$ cat config.mk
export PLATFORM = sky130hd
export DESIGN_NAME = uart_rx
export DESIGN_NICKNAME = d
export VERILOG_FILES = /design/src/rtl/uart_pkg.sv /design/src/rtl/sync_2ff.sv /design/src/rtl/uart_rx.sv
export SDC_FILE = /design/constraint.sdc
export NUM_CORES = 1
export LEC_CHECK = 0
export ABC_AREA = 1
export BUFFER_PORTS_ARGS = -buffer_cell sky130_fd_sc_hd__buf_2
export CORE_MARGIN = 2
export CORE_UTILIZATION = 63
export DETAILED_ROUTE_END_ITERATION = 8
export PLACE_DENSITY_LB_ADDON = 0.1
export SYNTH_ARGS = -nofsm -noshare
export SYNTH_HDL_FRONTEND = slang
export SYNTH_HIERARCHICAL = 1
export SYNTH_SLANG_ARGS = --single-unit
$ cat constraint.sdc
create_clock -name clk -period 2.5 [get_ports clk]
set_clock_uncertainty 0.05 [all_clocks]
set_input_delay 0.25 -clock clk [delete_from_list [all_inputs] [get_ports clk]]
set_output_delay 0.25 -clock clk [all_outputs]
set_load 0.02 [all_outputs]
$ cat src/rtl/uart_pkg.sv
// uart_pkg: shared UART constants and helpers.
// Contents:
//   ST_*          receiver FSM state encodings
//   PARITY_*      parity mode selectors, shared with the transmitter
//   clks_per_bit  rounded system clocks per line bit
package uart_pkg;
    localparam logic [2:0] ST_IDLE   = 3'd0;
    localparam logic [2:0] ST_START  = 3'd1;
    localparam logic [2:0] ST_DATA   = 3'd2;
    localparam logic [2:0] ST_PARITY = 3'd3;
    localparam logic [2:0] ST_STOP   = 3'd4;
    localparam logic [2:0] ST_BREAK  = 3'd5;

    localparam int PARITY_NONE = 0;
    localparam int PARITY_EVEN = 1;
    localparam int PARITY_ODD  = 2;

    function automatic int clks_per_bit(input int clk_freq, input int baud);
        return (clk_freq + baud / 2) / baud;
    endfunction
endpackage

$ cat src/rtl/sync_2ff.sv
// sync_2ff: two-flop synchroniser for a single asynchronous bit.
// Ports:
//   clk  in   clock
//   rst  in   asynchronous active-high reset, loads RST_VAL into both flops
//   d_i  in   asynchronous input
//   q_o  out  synchronised output
module sync_2ff #(
    parameter logic RST_VAL = 1'b0
) (
    input  logic clk,
    input  logic rst,
    input  logic d_i,
    output logic q_o
);
    logic meta_q, sync_q;

    always_ff @(posedge clk or posedge rst) begin
        if (rst) begin
            meta_q <= RST_VAL;
            sync_q <= RST_VAL;
        end else begin
            meta_q <= d_i;
            sync_q <= meta_q;
        end
    end

    assign q_o = sync_q;
endmodule

$ cat src/rtl/uart_rx.sv
// uart_rx: oversampling 8N1 receiver (optional parity) with valid/ready output and error pulses.
// Ports:
//   clk, rst    clock, asynchronous active-high reset
//   rxd         asynchronous serial line, idle high
//   rx_data     received byte, held stable while rx_valid is high
//   rx_valid    byte pending, cleared after rx_valid && rx_ready
//   rx_ready    consumer can accept a byte
//   frame_err   1-clk pulse, stop bit sampled low
//   parity_err  1-clk pulse, parity mismatch
//   overrun     1-clk pulse, byte completed while previous one still pending
//   busy        receiver FSM is not idle
module uart_rx
    import uart_pkg::*;
#(
    parameter int CLK_FREQ = 50_000_000,
    parameter int BAUD     = 115200,
    parameter int PARITY   = 0
) (
    input  logic       clk,
    input  logic       rst,
    input  logic       rxd,
    output logic [7:0] rx_data,
    output logic       rx_valid,
    input  logic       rx_ready,
    output logic       frame_err,
    output logic       parity_err,
    output logic       overrun,
    output logic       busy
);
    localparam int CPB  = clks_per_bit(CLK_FREQ, BAUD);
    localparam int HALF = CPB / 2;
    localparam int TW   = $clog2(CPB);
    localparam logic [TW-1:0] T_LO  = TW'(HALF - 1);
    localparam logic [TW-1:0] T_MID = TW'(HALF);
    localparam logic [TW-1:0] T_DEC = TW'(HALF + 1);
    localparam logic [TW-1:0] T_END = TW'(CPB - 1);

    logic          rxs;
    logic [2:0]    state_q, state_d;
    logic [TW-1:0] tick_q, tick_d;
    logic [2:0]    bit_q, bit_d;
    logic [7:0]    shreg_q, shreg_d;
    logic          s0_q, s0_d, s1_q, s1_d;
    logic          par_err_q, par_err_d;
    logic [7:0]    rx_data_q, rx_data_d;
    logic          rx_valid_q, rx_valid_d;
    logic          frame_q, frame_d, perr_q, perr_d, ovr_q, ovr_d;
    logic          mid, dec, bit_end, stop_dec, good, load;

    sync_2ff #(.RST_VAL(1'b1)) u_sync (
        .clk(clk),
        .rst(rst),
        .d_i(rxd),
        .q_o(rxs)
    );

    // Majority of the three samples around mid-bit; only meaningful when dec is high.
    assign mid     = (s0_q & s1_q) | (s0_q & rxs) | (s1_q & rxs);
    assign dec     = tick_q == T_DEC;
    assign bit_end = tick_q == T_END;

    always_ff @(posedge clk or posedge rst) begin
        if (rst) state_q <= ST_IDLE;
        else     state_q <= state_d;
    end

    always_comb begin
        state_d = state_q;
        case (state_q)
            ST_IDLE:   if (!rxs) state_d = ST_START;
            ST_START:  if (dec && mid) state_d = ST_IDLE;
                       else if (bit_end) state_d = ST_DATA;
            ST_DATA:   if (bit_end && bit_q == 3'd7)
                           state_d = (PARITY != PARITY_NONE) ? ST_PARITY : ST_STOP;
            ST_PARITY: if (bit_end) state_d = ST_STOP;
            // The stop bit is judged at mid-bit so the next start edge is never missed.
            ST_STOP:   if (dec) state_d = mid ? ST_IDLE : ST_BREAK;
            ST_BREAK:  if (rxs) state_d = ST_IDLE;
            default:   state_d = ST_IDLE;
        endcase
    end

    always_comb begin
        busy     = state_q != ST_IDLE;
        stop_dec = state_q == ST_STOP && dec;
        good     = stop_dec && mid && !par_err_q;
        load     = good && (!rx_valid_q || rx_ready);
    end

    always_comb begin
        tick_d     = (state_d != state_q || bit_end || state_q == ST_IDLE || state_q == ST_BREAK)
                     ? '0 : tick_q + 1'b1;
        bit_d      = (state_q == ST_DATA) ? (bit_end ? bit_q + 3'd1 : bit_q) : 3'd0;
        s0_d       = (tick_q == T_LO) ? rxs : s0_q;
        s1_d       = (tick_q == T_MID) ? rxs : s1_q;
        shreg_d    = (state_q == ST_DATA && dec) ? {mid, shreg_q[7:1]} : shreg_q;
        par_err_d  = (state_q == ST_PARITY && dec) ? (mid ^ (^shreg_q) ^ (PARITY == PARITY_ODD))
                   : (state_q == ST_IDLE) ? 1'b0 : par_err_q;
        rx_data_d  = load ? shreg_q : rx_data_q;
        rx_valid_d = load || (rx_valid_q && !rx_ready);
        frame_d    = stop_dec && !mid;
        perr_d     = stop_dec && mid && par_err_q;
        ovr_d      = good && rx_valid_q && !rx_ready;
    end

    always_ff @(posedge clk or posedge rst) begin
        if (rst) begin
            tick_q     <= '0;
            bit_q      <= 3'd0;
            shreg_q    <= 8'h00;
            s0_q       <= 1'b1;
            s1_q       <= 1'b1;
            par_err_q  <= 1'b0;
            rx_data_q  <= 8'h00;
            rx_valid_q <= 1'b0;
            frame_q    <= 1'b0;
            perr_q     <= 1'b0;
            ovr_q      <= 1'b0;
        end else begin
            tick_q     <= tick_d;
            bit_q      <= bit_d;
            shreg_q    <= shreg_d;
            s0_q       <= s0_d;
            s1_q       <= s1_d;
            par_err_q  <= par_err_d;
            rx_data_q  <= rx_data_d;
            rx_valid_q <= rx_valid_d;
            frame_q    <= frame_d;
            perr_q     <= perr_d;
            ovr_q      <= ovr_d;
        end
    end

    assign rx_data    = rx_data_q;
    assign rx_valid   = rx_valid_q;
    assign frame_err  = frame_q;
    assign parity_err = perr_q;
    assign overrun    = ovr_q;
endmodule

==> impl_metrics.csv, run 1 <==
group,metric,value,unit
sta,setup_viol,0,
setup_path,worstReg2RegEnd,"shreg_q[1]",
clocking,clk_latency,340,ps
setup_path,worstPathMaxFanout,16,
synthesis,synth-main-ff-cell,"dfrtp_1",
power_and_ir_drop,p_leak,1.12,nW
finish,final_nets,271,
die,io_pins,17,
drt,wl_per_cell,11.2,um
synthesis,syn-num-nets,248,
die,rows,21,
global_route,grt_util_all_layers,0.216,
hold_path,hold_depth,4,
global_route,antenna_found_initial,0,
finish,syn_to_final_growth,9.47,%
clocking,cts_tree,"done",
setup_path,r2r_slack,720,ps
clocking,cts_resized,0,
clocking,numCtsBuffers,5,
job,max_cap_violations,0,
die,core_area,0.00331,sq mm
clocking,h-tree-depth,2,
finish,fillers,265,
sta,slew_violations,0,
global_route,grt_pass1_vias,1515,
synthesis,synth_top_family_by_area,"simple AND/OR/NAND/NOR gates",
synthesis,ys_seq_elements,40,
synthesis,ys_warn_count,6,
setup_path,cp-startpoint,"tick_q[0]",
power_and_ir_drop,max-vdd-ir-drop,403,uV
synthesis,synth_area,0.00214,sq mm
clocking,cts.clk_slew.worst_paths,110,ps
setup_path,slowest_stage,"dfrtp_1",
setup_path,cpPeakStageDelay,440,ps
setup_path,r2r-start,"tick_q[0]",
synthesis,async_reset_ff_frac,1.00,
drt,viasPerCell,4.94,
global_route,gr-total-overflow,0,
sta,rsz0062_at_grt,"false",
placement,routabilityCongestion,0.800,
setup_path,worstRegToRegCells,9,
setup_path,cp_data_arrival_time,1950,ps
clocking,cts_max_path_buffers,2,
setup_path,critPathBufInv,2,
die,die_area,0.00388,sq mm
sta,worst_pin_slew,452,ps
sta,setup_tns,0,ps
sta,min_period,1780,ps
synthesis,synth_edf_count,0,
power_and_ir_drop,powerDensity,430,mW/mm^2
die,start_util,0.647,
drt,vias,1521,
drt,drt_pass1_iterations,4,
power_and_ir_drop,fin_total_pwr,1.01,mW
die,die_x,62.3,um
setup_path,end_kind,"flop",
drt,drc,0,
drt,wirelength,3.45,mm
sta,hold_violations,0,
finish,fin_cells,308,
synthesis,synthXorXnorAreaFrac,0.0491,
hold_path,hp-class,"in -> reg",
placement,placedCellCount,298,
synthesis,synth_compound_area_frac,0.0614,
placement,dpl.hpwl,2.54,mm
global_route,grt_pass1_wl,6.65,mm
clocking,cts_root_buffer,"clkbuf_4",
hold_path,min_to,"overrun",
synthesis,synthMuxAreaShare,0,
synthesis,ys_types,26,
sta,period_share,0.712,
synthesis,synth_area_per_cell,8.99,sq um
finish,diodes,0,
synthesis,synth-simple-area-share,0.312,
global_route,grt_max_degree,39,
die,die_h,62.3,um
setup_path,path_class,"reg -> reg",
sta,fmax,0.562,GHz
setup_path,path_common_cell,"nand2_1",
clocking,clock_sinks,40,
hold_path,hp-start,"rx_ready",
finish,drive_above_1_share,0.279,
synthesis,yosysSeqAreaShare,0.470,
placement,pre_cts_slack,729,ps
setup_path,crit_family,"simple AND/OR/NAND/NOR gates",
synthesis,syn_inst,238,
run_status,status,"finished clean",
setup_path,critical_path.cell_chain,"inv_1 -> ha_1 -> nand2_1 -> nor2_2 -> nand2_2 -> clkinv_2 -> nand2_1 -> nand2_1 -> o21ai_0",
placement,io_buffers,16,
clocking,cts_setup_buffers,0,
synthesis,synthAdderAreaFrac,0.0351,
setup_path,start_kind,"flop",
drt,drt_iter0_drc,78,
sta,relSlewSlack,0.699,
setup_path,crit_required,2670,ps
drt,drtAntennaViolNets,0,
sta,setup_ws,720,ps
## per-layer routing
layer  GRT usage  share of wire  up-vias
met5           0              0        -
met4      0.0722          0.015        0
met3      0.0616          0.034        6
met2       0.360           0.48       25
met1       0.273           0.47      697
li1            -              -      793
## area by class of cell
type,instances,area (sq um),share of cell area
clock inverter,2,10.0,0.00427
tap,46,57.6,0.0246
multi-input combinational,160,978,0.418
timing repair buffer,19,108,0.0459
sequential,40,1010,0.429
inverter,35,133,0.0566
clock buffer,6,51.3,0.0219
## synth_stat cells, types with 7 or more instances
master,number,area [sq um]
nand2_1,57,214
dfrtp_1,36,901
inv_1,28,105
o21ai_0,14,70.1
nor2_1,13,48.8
nand3_1,12,60.1
nor3_2,10,100
o21ai_2,7,61.3
## state kept, by name, indices dropped and copies added (netlist names), 3 cells and up
signal   cells
bit_q        3
rx_data      8
state_q      3
shreg_q      8
tick_q       9
## through the flow
| stage | util | hold slack, ps | cell area, sq um |
|---|---|---|---|
| after floorplan | - | 112 | 2140 |
| after detailed placement | 0.683 | 232 | 2260 |
| after global placement | 0.683 | 230 | 2260 |
| final | 0.708 | 206 | 2340 |
| after global routing | 0.708 | 220 | 2340 |
| after CTS | 0.708 | 207 | 2340 |
## worst max-delay path by stage
stage,to,slack [ps],cells after the start
floorplan,rx_data[1],870,12
global placement,rx_data[4],730,11
detailed placement,rx_data[7],730,11
CTS,rx_data[7],700,11
global route,shreg_q[1],480,9
finish,shreg_q[1],720,9
## where the power goes
| part | total [mW] | switching, mW | internal (mW) |
|---|---|---|---|
| registers | 0.651 | 0.000919 | 0.650 |
| clock network | 0.337 | 0.203 | 0.134 |
| logic | 0.0193 | 0.0141 | 0.00525 |
## what timing repair did
action                     CTS  global route
hold endpoints to repair    39             0
hold buffers                 2             0
setup endpoints to repair    0             0
## layout by cell type (no fill, tap or decap)
cell,instances
o21ai_0,14
nand3_4,1
dfstp_2,4
nand3_1,12
nor3_2,10
clkbuf_8,1
nand3_2,4
clkbuf_4,5
nor2_1,13
nor2_4,3
buf_4,1
clkinv_2,3
inv_2,6
xor2_1,6
nand2_4,3
nand2_2,6
nand2_1,57
nor3_1,3
nand4_1,6
inv_1,28
dlygate4sd3_1,2
o21ai_2,7
buf_2,16
dfrtp_1,36
nor2_2,2
nor3_4,1
xnor2_1,6
ha_1,6
## logic make-up (layout without fill, tap and decap cells)
family	count (synthesis)	in the layout
buffers and inverters	38	62
DFF	40	40
xor gates and xnor gates	12	12
AOI/OAI and AO/OA	21	21
and+or+nand+nor	121	121
adders and majority gates	6	6
## worst register-to-register path: stages, from the launching register on
cell and delay, ps:
dfrtp_1 440, inv_1 130, ha_1 160, nand2_1 60, nor2_2 130, nand2_2 80, clkinv_2 90, nand2_1 270
nand2_1 150, o21ai_0 100
(Power assumes the default switching activity.)
==> run 2: changes to the inputs <==
Settings changed: CORE_UTILIZATION 63 to 59.
Clock period 2.5 ns to 1.8 ns, I/O delays scaled along.
==> impl_metrics.csv, run 2 (synthesis results as in run 1) <==
group,metric,value,unit
clocking,cts_tree,"done",
global_route,grt_max_degree,39,
placement,routabilityCongestion,0.807,
finish,drive_above_1_share,0.364,
power_and_ir_drop,max-vdd-ir-drop,498,uV
setup_path,worstPathMaxFanout,4,
power_and_ir_drop,powerDensity,608,mW/mm^2
drt,viasPerCell,5.00,
power_and_ir_drop,p_seq_frac,0.581,
drt,wl_per_cell,12.3,um
setup_path,start_kind,"flop",
power_and_ir_drop,p_sw,0.313,mW
die,start_util,0.627,
finish,final_cell_mix,"nand2_1, dfrtp_1, inv_1, buf_2, o21ai_0",
finish,regMostFlops,"tick_q",
drt,wirelength,3.91,mm
setup_path,critical_path.cell_chain,"inv_2 -> ha_4 -> nand2_1 -> nor2_1 -> nand2_1 -> nand2_1 -> nand2_1 -> inv_2 -> nand4_1 -> buf_4 -> nand2_4 -> nor3_4",
setup_path,worstRegToRegCells,12,
setup_path,slowest_stage,"dfrtp_1",
drt,drt_iter0_drc,148,
setup_path,cpPeakStageDelay,460,ps
sta,holdWs,298,ps
drt,vias,1591,
setup_path,r2r_slack,80,ps
global_route,grt_pass1_vias,1529,
sta,period_share,0.958,
global_route,gr-total-overflow,0,
sta,relSlewSlack,0.684,
finish,final_nets,281,
run_status,status,"finished clean",
clocking,h-tree-depth,2,
power_and_ir_drop,power_frac_comb,0.018,
sta,slew_violations,0,
setup_path,r2r-start,"tick_q[1]",
placement,dpl.hpwl,2.70,mm
die,die_x,64.2,um
setup_path,end_kind,"flop",
setup_path,cp_data_arrival_time,1910,ps
setup_path,worstReg2RegEnd,"tick_q[2]",
power_and_ir_drop,internal_power,1.24,mW
drt,drtAntennaViolNets,0,
global_route,grt_pass1_wl,6.76,mm
drt,drt_pass1_iterations,4,
die,core_area,0.00342,sq mm
clocking,clk_latency,340,ps
hold_path,hp-class,"in -> reg",
finish,syn_to_final_growth,19.5,%
clocking,cts.clk_slew.worst_paths,120,ps
clocking,cts_max_path_buffers,2,
sta,hold_violations,0,
power_and_ir_drop,clkPwrFrac,0.401,
setup_path,path_common_cell,"nand2_1",
finish,post-route-util,0.749,
die,io_pins,17,
finish,multiInputGateArea,0.00110,sq mm
clocking,numCtsBuffers,5,
sta,rsz0062_at_grt,"true",
die,rows,21,
power_and_ir_drop,switching_share,0.201,
sta,fmax,0.580,GHz
global_route,antenna_found_initial,0,
sta,setup_viol,0,
sta,min_period,1720,ps
finish,register_area,0.00101,sq mm
clocking,cts_root_buffer,"clkbuf_4",
placement,io_buffers,16,
die,die_h,64.2,um
power_and_ir_drop,p_leak,1.20,nW
job,max_cap_violations,0,
hold_path,min_to,"rx_valid",
setup_path,crit_required,1990,ps
hold_path,hold_depth,4,
finish,final_common_cell,"nand2_1",
finish,diodes,0,
sta,worst_pin_slew,473,ps
drt,drc,0,
finish,largest_register_ffs,9,
finish,fillers,256,
hold_path,hp-start,"rx_ready",
setup_path,path_class,"reg -> reg",
die,die_area,0.00413,sq mm
global_route,grt_util_all_layers,0.213,
clocking,clock_sinks,40,
## run 2: worst max-delay path by stage
stage | startpoint | endpoint | slack (ps) | cells past startpoint
detailed placement | tick_q[0] | rx_data[3] | 2 | 11
floorplan | tick_q[0] | rx_data[1] | 170 | 12
finish | tick_q[1] | tick_q[2] | 80 | 12
global placement | tick_q[0] | rx_data[3] | 60 | 11
global route | tick_q[1] | tick_q[8] | -40 | 8
CTS | tick_q[0] | rx_data[3] | 20 | 11
## run 2: cell type report
type / instances / area share
multi-input combinational: 162 / 0.431
sequential: 40 / 0.393
timing repair buffer: 27 / 0.0656
inverter: 35 / 0.0523
tap: 46 / 0.0225
clock buffer: 6 / 0.0201
clock inverter: 2 / 0.0152
## run 2: through the flow
stage	power, mW	cell area (sq um)	worst slack (ps)	instances	setup TNS [ps]
global placement	0.946	2270	55.1	299	0
global route	1.62	2560	-39.1	318	-364
detailed placement	0.946	2270	1.99	299	0
finish	1.56	2560	75.2	318	0
CTS	1.57	2410	20.8	312	0
floorplan	0.935	2140	167	238	0
## run 2: repair_timing
action	in CTS	in global routing
hold buffers	2	0
gates cloned	0	2
setup buffers	3	4
setup endpoints to repair	1	28
resized for setup	1	24
hold endpoints to repair	39	0
pin swaps	1	5
## run 2: critical path, delay by kind of cell (launching register included)
| family | cells | cell delay [ps] |
|---|---|---|
| AND/OR/NAND/NOR | 8 | 590 |
| flip-flops | 1 | 460 |
| buffers and inverters | 3 | 370 |
| adder cells (fa/ha/maj) | 1 | 150 |
## run 2: routing by layer
metal / wire, um / global-route usage / part of all wire
met4: 45 / 0.0745 / 0.012
met3: 123 / 0.0493 / 0.031
met1: 1750 / 0.273 / 0.45
met5: 0 / 0 / 0
met2: 1990 / 0.355 / 0.51
## run 2: power groups by stage
stage	logic [mW]	registers [mW]	clock network (mW)
6_report	0.0274	0.904	0.625
5_1_grt	0.0326	0.904	0.680
4_1_cts	0.0286	0.904	0.634
3_5_place_dp	0.0253	0.921	0
3_3_place_gp	0.0248	0.921	0
2_1_floorplan	0.0147	0.921	0
==> run 3: changes to the inputs <==
Clock period 1.8 ns to 1.84 ns, I/O delays scaled along.
==> impl_metrics.csv, run 3 (synthesis results as in run 1) <==
group,metric,value,unit
setup_path,crit_required,2040,ps
power_and_ir_drop,max-vdd-ir-drop,568,uV
finish,final_common_cell,"nand2_1",
global_route,use_met1,0.269,
sta,setup_viol,0,
finish,final_nets,276,
run_status,status,"finished clean",
finish,drive_above_1_share,0.311,
die,die_area,0.00413,sq mm
drt,vias,1559,
finish,syn_to_final_growth,13.9,%
global_route,antenna_found_initial,0,
finish,post-route-util,0.714,
sta,worst_pin_slew,478,ps
finish,fin_area,0.00244,sq mm
sta,relSlewSlack,0.681,
sta,holdWs,302,ps
power_and_ir_drop,switching_share,0.199,
die,core_area,0.00342,sq mm
global_route,grt_pass1_vias,1500,
power_and_ir_drop,clkPwrFrac,0.399,
clocking,cts_max_path_buffers,2,
power_and_ir_drop,p_seq_frac,0.583,
finish,final_cell_mix,"nand2_1, dfrtp_1, inv_1, buf_2, o21ai_0",
power_and_ir_drop,p_leak,1.15,nW
drt,drt_pass1_iterations,4,
power_and_ir_drop,powerDensity,622,mW/mm^2
global_route,busiest_layer,"met2",
finish,regMostFlops,"tick_q",
die,rows,21,
power_and_ir_drop,p_sw,0.301,mW
clocking,numCtsBuffers,5,
drt,drc,0,
placement,placed_area,0.00227,sq mm
drt,viasPerCell,4.98,
die,die_h,64.2,um
drt,wl_per_cell,11.7,um
finish,largest_register_ffs,9,
sta,slew_violations,0,
die,io_pins,17,
global_route,grt_pass1_wl,6.62,mm
finish,fillers,291,
clocking,h-tree-depth,2,
die,die_x,64.2,um
hold_path,hp-class,"in -> reg",
clocking,cts.clk_slew.worst_paths,120,ps
sta,hold_violations,0,
job,max_cap_violations,0,
drt,drtAntennaViolNets,0,
setup_path,path_class,"reg -> reg",
sta,fmax,0.567,GHz
setup_path,end_kind,"flop",
sta,min_period,1760,ps
finish,diodes,0,
global_route,use_met2,0.346,
placement,dpl.hpwl,2.70,mm
clocking,cts_root_buffer,"clkbuf_4",
drt,wirelength,3.68,mm
sta,rsz0062_at_grt,"true",
clocking,clk_latency,340,ps
setup_path,worstPathMaxFanout,8,
sta,period_share,0.959,
global_route,grt_max_degree,39,
setup_path,start_kind,"flop",
placement,io_buffers,16,
die,start_util,0.627,
drt,drt_iter0_drc,131,
power_and_ir_drop,power_frac_comb,0.018,
global_route,met3_usage,0.0493,
global_route,gr-total-overflow,0,
setup_path,cp_data_arrival_time,1960,ps
global_route,grt_util_all_layers,0.209,
power_and_ir_drop,internal_power,1.22,mW
clocking,cts_tree,"done",
clocking,clock_sinks,40,
placement,routabilityCongestion,0.807,
## run 3: cell count changes in the layout (fill, tap and decap cells not counted), sizes merged
cell	delta
buf	-4
nand2	-1
## run 3: layout make-up
| cell class | count | area [sq um] | share of cell area |
|---|---|---|---|
| clock inverters | 2 | 38.8 | 0.0159 |
| well taps | 46 | 57.6 | 0.0236 |
| flip-flops and latches | 40 | 1010 | 0.413 |
| repair buffers | 23 | 138 | 0.0565 |
| multi-input cells | 161 | 1010 | 0.415 |
| clock buffers | 6 | 51.3 | 0.0210 |
| inverters | 35 | 134 | 0.0549 |
## run 3: layer usage
layer,share of wire,routed length (um)
met3,0.026,97
met5,0,0
met1,0.47,1710
met4,0.011,42
met2,0.50,1820
## run 3: worst paths after layout
| path | startpoint | to | slack (ps) | cells past startpoint |
|---|---|---|---|---|
| max | tick_q[0] | rx_data[3] | 80 | 11 |
| min | rx_ready | rx_valid | 300 | 4 |
| max reg2reg | tick_q[0] | rx_data[3] | 80 | 11 |
| min reg2reg | u_sync/meta_q | u_sync/q_o | 320 | 0 |
| max in group asynchronous | rst | tick_q[0] | 920 | 4 |
| min in group asynchronous | rst | u_sync/meta_q | 360 | 3 |
## run 3: critical path: stages (launching register included)
cell	delay, ps
dfrtp_2	460
inv_2	90
ha_1	140
nand2_1	80
nor2_4	120
nand2_2	80
inv_4	80
nand3_4	70
nor2_4	260
nand2_8	110
nand2_1	100
o21ai_2	50
## run 3: power by group through the flow
| stage | clock (mW) | combinational [mW] | sequential (mW) |
|---|---|---|---|
| 2_1_floorplan | 0 | 0.0144 | 0.900 |
| 3_3_place_gp | 0 | 0.0243 | 0.901 |
| 3_5_place_dp | 0 | 0.0248 | 0.901 |
| 4_1_cts | 0.620 | 0.0280 | 0.884 |
| 5_1_grt | 0.660 | 0.0318 | 0.885 |
| 6_report | 0.606 | 0.0269 | 0.884 |
## run 3: timing repair
item	in CTS	in global routing
setup endpoints to repair	0	25
resized for setup	0	8
endpoints found under the hold margin	39	0
buffers inserted	0	3
hold buffers	2	0
## run 3: metrics by stage
| stage | std cells | setup TNS, ps | setup WS, ps | power (mW) |
|---|---|---|---|---|
| finish | 313 | 0 | 75.3 | 1.52 |
| global route | 313 | -286 | -48.9 | 1.58 |
| CTS | 309 | 0 | 29.6 | 1.53 |
| detailed placement | 299 | 0 | 42.0 | 0.925 |
| global placement | 299 | 0 | 95.1 | 0.925 |
| floorplan | 238 | 0 | 207 | 0.915 |
